`config.mk`:
```
export PLATFORM = sky130hd
export DESIGN_NAME = fetch_unit
export DESIGN_NICKNAME = d
export VERILOG_FILES = /design/src/rtl/fetch_unit_pkg.sv /design/src/rtl/fetch_unit.sv
export SDC_FILE = /design/constraint.sdc
export NUM_CORES = 1
export LEC_CHECK = 0
export BUFFER_PORTS_ARGS = -buffer_cell sky130_fd_sc_hd__buf_2
export CAP_MARGIN = 0
export CORE_MARGIN = 3
export CORE_UTILIZATION = 45
export CTS_CLUSTER_SIZE = 20
export DETAILED_ROUTE_END_ITERATION = 6
export HOLD_SLACK_MARGIN = 0.12
export PLACE_DENSITY = 0.82
export SYNTH_ARGS = -nofsm -noshare
export SYNTH_HDL_FRONTEND = slang
export SYNTH_SLANG_ARGS = --single-unit
```
`constraint.sdc`:
```
create_clock -name clk -period 1.6 [get_ports clk]
set_input_delay 0.16 -clock clk [delete_from_list [all_inputs] [get_ports clk]]
set_output_delay 0.16 -clock clk [all_outputs]
set_load 0.05 [all_outputs]
```
`src/rtl/fetch_unit_pkg.sv`:
```
// Shared definitions for the 9-bit CPU front end: instruction format,
// fetch FSM states and default geometry of the fetch stage.
package fetch_unit_pkg;

    localparam int unsigned INSTR_W        = 9;
    localparam int unsigned PC_W_DEF       = 10;
    localparam int unsigned START_ADDR_DEF = 0;
    localparam int unsigned CNT_W_DEF      = 16;

    typedef enum logic [1:0] {
        FS_IDLE = 2'd0,
        FS_RUN  = 2'd1,
        FS_HALT = 2'd2
    } fetch_state_t;

    typedef enum logic [2:0] {
        OP_ADD = 3'd0,
        OP_SUB = 3'd1,
        OP_AND = 3'd2,
        OP_OR  = 3'd3,
        OP_LD  = 3'd4,
        OP_ST  = 3'd5,
        OP_JMP = 3'd6,
        OP_BRZ = 3'd7
    } opcode_t;

    typedef enum logic [1:0] {
        R0 = 2'd0,
        R1 = 2'd1,
        R2 = 2'd2,
        R3 = 2'd3
    } reg_t;

    // 9-bit instruction word as seen by the decoder
    typedef struct packed {
        opcode_t    op;
        reg_t       rd;
        reg_t       rs;
        logic [1:0] imm;
    } instr_t;

endpackage

```
`src/rtl/fetch_unit.sv`:
```
// Instruction-fetch stage: owns the PC, drives the synchronous instruction
// memory and hands fetched words to the decoder with a valid flag.
module fetch_unit
    import fetch_unit_pkg::*;
#(
    parameter int unsigned PC_W       = PC_W_DEF,
    parameter int unsigned START_ADDR = START_ADDR_DEF,
    parameter int unsigned CNT_W      = CNT_W_DEF
) (
    input  logic                clk,
    input  logic                rst_n,
    input  logic                start,
    input  logic                stall_i,
    input  logic                redirect_i,
    input  logic [PC_W-1:0]     redirect_pc_i,
    input  logic                halt_i,
    output logic [PC_W-1:0]     imem_addr_o,
    output logic                imem_en_o,
    input  logic [INSTR_W-1:0]  imem_data_i,
    output logic [INSTR_W-1:0]  instr_o,
    output logic [PC_W-1:0]     instr_pc_o,
    output logic                instr_valid_o,
    output logic                done,
    output logic [CNT_W-1:0]    retired_cnt_o
);

    localparam logic [1:0] ST_IDLE = FS_IDLE;
    localparam logic [1:0] ST_RUN  = FS_RUN;
    localparam logic [1:0] ST_HALT = FS_HALT;

    localparam logic [PC_W-1:0]  START_PC = PC_W'(START_ADDR);
    localparam logic [CNT_W-1:0] CNT_MAX  = '1;

    logic [1:0]       state, state_n;
    logic [PC_W-1:0]  pc, pc_n;
    logic [PC_W-1:0]  instr_pc_n;
    logic             instr_valid_n;
    logic             done_n;
    logic [CNT_W-1:0] retired_cnt_n;
    logic             accept;

    // State and registered outputs
    always_ff @(posedge clk or negedge rst_n) begin
        if (!rst_n) begin
            state         <= ST_IDLE;
            pc            <= START_PC;
            instr_pc_o    <= '0;
            instr_valid_o <= 1'b0;
            done          <= 1'b0;
            retired_cnt_o <= '0;
        end else begin
            state         <= state_n;
            pc            <= pc_n;
            instr_pc_o    <= instr_pc_n;
            instr_valid_o <= instr_valid_n;
            done          <= done_n;
            retired_cnt_o <= retired_cnt_n;
        end
    end

    // Decoder consumes the presented instruction this cycle
    assign accept = (state == ST_RUN) && instr_valid_o && !stall_i;

    // Next-state, next-PC mux and retirement bookkeeping
    always_comb begin
        state_n       = state;
        pc_n          = pc;
        instr_pc_n    = instr_pc_o;
        instr_valid_n = instr_valid_o;
        done_n        = done;
        retired_cnt_n = retired_cnt_o;

        case (state)
            ST_IDLE, ST_HALT: begin
                if (start) begin
                    state_n       = ST_RUN;
                    pc_n          = START_PC;
                    instr_valid_n = 1'b0;
                    done_n        = 1'b0;
                    retired_cnt_n = '0;
                end
            end
            ST_RUN: begin
                if (!stall_i) begin
                    if (accept && (retired_cnt_o != CNT_MAX)) begin
                        retired_cnt_n = retired_cnt_o + CNT_W'(1);
                    end
                    if (accept && halt_i) begin
                        state_n       = ST_HALT;
                        instr_valid_n = 1'b0;
                        done_n        = 1'b1;
                    end else if (accept && redirect_i) begin
                        // word already in flight from the old PC becomes a bubble
                        pc_n          = redirect_pc_i;
                        instr_valid_n = 1'b0;
                    end else begin
                        pc_n          = pc + PC_W'(1);
                        instr_pc_n    = pc;
                        instr_valid_n = 1'b1;
                    end
                end
            end
            default: begin
                state_n       = ST_IDLE;
                instr_valid_n = 1'b0;
            end
        endcase
    end

    assign imem_addr_o = pc;
    assign imem_en_o   = (state == ST_RUN) && !stall_i;
    assign instr_o     = imem_data_i;

endmodule
```
==> flow_summary.toml <==
[cells_and_area]
fin_util_pct = 69.1
antennaDiodeCount = 0
drive_gt1_share_pct = 49.4
syn_to_final_growth_pct = 42.3
seq_area_um2 = 1020
nFillCells = 313
fin_cells = 377
multiInputGateArea_um2 = 1300
fin_nets = 338

[power]
powerDensity_nw_per_um2 = 1400
irDropWorstVdd_uv = 660
power_leakage_uw = 0.00146
total_power_uw = 4390

[critical_path]
path_max_fanout = 4
cp-end-kind = "flop"
r2r_slack_ns = -0.11
worstSetupPathType = "reg2reg"
r2r_cells = 5
worstPathCellList = "nand4_1 -> or4_4 -> buf_6 -> a31oi_1 -> a31oi_1"
r2r_end = "retired_cnt_o[6]"
timing.rr.start = "retired_cnt_o[2]"
cpMostUsedCell = "a31oi_1"
cp_data_arrival_time_ns = 1.87
cp-start-kind = "flop"
cp_slowest_cell = "or4_4"
max_stage_delay_ns = 0.61
cp.required_ns = 1.76

[global_route]
grt_remaining_overflow = 0
grt_pass1_wl_mm = 10.2
grt_max_degree = 22
track_usage_pct = 21.2
grt_antenna_before_repair = 0
grt_pass1_vias = 2022

[hold_path]
hold_depth = 3
worstHoldPathType = "in2reg"
min_to = "imem_addr_o[3]"
worstHoldStart = "redirect_pc_i[3]"

[yosys]
synth_area_um2 = 2200
syn_nets = 251
ys_ff_latch = 40
syn_inst = 224
async_reset_ff_share_pct = 100
synth-main-ff-cell = "dfrtp_1"
syn-mean-instance-area_um2 = 9.83
ys_seq_area_share_pct = 45.5
synth_warnings = 0
synth.distinct_cells = 46
synth_edf_count = 0

[status]
violations = "negative setup slack"
status = "finished, violations left"

[detailed_routing]
drc = 0
drtAntennaViolNets = 0
dr.pass1.iters = 7
dr_wl_met3_um = 506
met1_length_mm = 2.81
dr_wl_met2_mm = 3.14
vias = 2261
drt_first_iter_violations = 303
wire_per_inst_um = 17.4
top_layer_used = "met4"
via_per_inst = 6.00
totalWireLength_mm = 6.58

[sta]
rsz0062_at_grt = "yes"
maxSlewHeadroom_pct = 59.8
finalCritPeriodShare_pct = 107
finalHoldViolCount = 0
fin_crit_ns = 1.71
max_freq_mhz = 586
setup_ws_ns = -0.106
clock_skew_ns = 0.0108
final.setup.tns_ns = -0.249
setup_viol = 9
slew_viol_final = 0
tightest_slew_ns = 0.600

[placed_design]
place_congestion = 0.939
placed_cells = 363
dp_hpwl_mm = 4.42
portBuffers = 54

[die]
core_area_um2 = 4530
start_util_pct = 48.5
die_w_um = 75.9
ios = 73
die-area_um2 = 5770
fp.dieH_um = 75.9
rows = 24

[clocking]
insertion_delay_ns = 0.30
cts_tree = "built"
cts_root_buf = "clkbuf_8"
htree_levels = 2
cts.sinks = 40
clk_pin_slew_ns = 0.08
clockBufferDepth = 2
cts_buffers = 5

[flow_run]
max-cap-violations = 0
registers in the layout, summed over array words and instances, names as in the netlist:
signal / cells
imem_addr_o: 10
state: 2
done: 1
instr_valid_o: 1
instr_pc_o: 10
retired_cnt_o: 16
cells in the mapped netlist (3+ instances only):
master / number / area [um2]
a21oi_1: 18 / 90.1
o21ai_1: 10 / 50.1
nor2_1: 6 / 22.5
clkbuf_1: 5 / 18.8
buf_2: 3 / 15.0
dfrtp_1: 40 / 1000
a22oi_1: 3 / 22.5
o21a_1: 6 / 45.0
nand3_1: 10 / 50.1
inv_1: 4 / 15.0
nor3_1: 6 / 30.0
nor4_1: 4 / 25.0
mux2_1: 9 / 101
buf_4: 9 / 67.6
o2bb2ai_1: 8 / 70.1
nand2_1: 23 / 86.3
o211ai_1: 4 / 30.0
o311ai_0: 3 / 26.3
nor2b_1: 3 / 18.8
o31ai_1: 3 / 22.5
nand2b_1: 3 / 18.8
o21ai_0: 4 / 20.0
nand4_1: 3 / 18.8
a31oi_1: 11 / 68.8
worst max path at each step:
stage / start / slack (ns) / endpoint / cells after the start
floorplan: state[0] / -0.24 / instr_pc_o[1] / 4
detailed placement: retired_cnt_o[0] / -0.07 / retired_cnt_o[3] / 6
global placement: retired_cnt_o[0] / -0.02 / retired_cnt_o[4] / 6
global route: retired_cnt_o[2] / -0.12 / retired_cnt_o[6] / 5
CTS: state[1] / -0.05 / imem_en_o / 4
finish: retired_cnt_o[2] / -0.11 / retired_cnt_o[6] / 5
what timing repair did:
item / 4_1_cts / 5_1_grt
gates cloned: 0 / 1
hold buffers: 2 / 0
pin swaps: 5 / 6
endpoints found under the hold margin: 20 / 0
setup buffers: 1 / 2
setup endpoints to repair: 15 / 29
gates resized for setup: 7 / 41
worst max-delay path, delay by kind of cell, from the launching register on:
kind / cells / cell delay, ns
buffers and inverters: 1 / 0.16
DFF: 1 / 0.36
AOI/OAI and AO/OA: 2 / 0.27
and+or+nand+nor: 2 / 0.78
through the flow:
step / area, um2 / hold slack, ns / setup slack [ns]
floorplan: 2250 / -0.136 / -0.240
CTS: 2900 / 0.139 / -0.0522
detailed placement: 2760 / 0.150 / -0.0737
global route: 3130 / 0.142 / -0.121
global placement: 2760 / 0.140 / -0.0174
finish: 3130 / 0.141 / -0.106
report_power, final:
part	total [uW]	internal [uW]	switching (uW)
clock	672	305	367
combinational	2320	779	1540
sequential	1390	1210	178
layout by cell type (no fill, tap or decap), types with 5 or more instances in the layout:
cell,n
nand3_1,10
buf_4,35
clkbuf_8,5
nand2_1,22
buf_2,53
dfrtp_1,25
o21a_1,6
buf_6,6
a31oi_1,7
a21oi_1,16
mux2_4,8
o21ai_1,9
o2bb2ai_1,8
nor3_1,5
dfrtp_2,15
nor2_1,6
metal layers:
layer | up-vias | track usage [%]
li1 | 1026 | -
met1 | 1096 | 29.4
met2 | 125 | 33.3
met3 | 14 | 4.03
met4 | 0 | 6.88
met5 | - | 0
kinds of logic after synthesis:
| group | Yosys count | share of synthesized area, % |
|---|---|---|
| AOI/OAI and AO/OA | 81 | 25.0 |
| muxes | 11 | 5.51 |
| and+or+nand+nor | 68 | 17.1 |
| DFF | 40 | 45.5 |
| buffers and inverters | 22 | 5.80 |
| adders and majority gates | 2 | 1.14 |
final cells by class:
cell class | instances | area share (%)
inverter | 4 | 0.479
timing repair buffer | 97 | 20.1
tap | 65 | 2.60
clock inverter | 2 | 0.400
sequential | 40 | 32.6
clock buffer | 6 | 2.32
multi-input combinational | 163 | 41.5
Power figures use the tool's default switching activity.
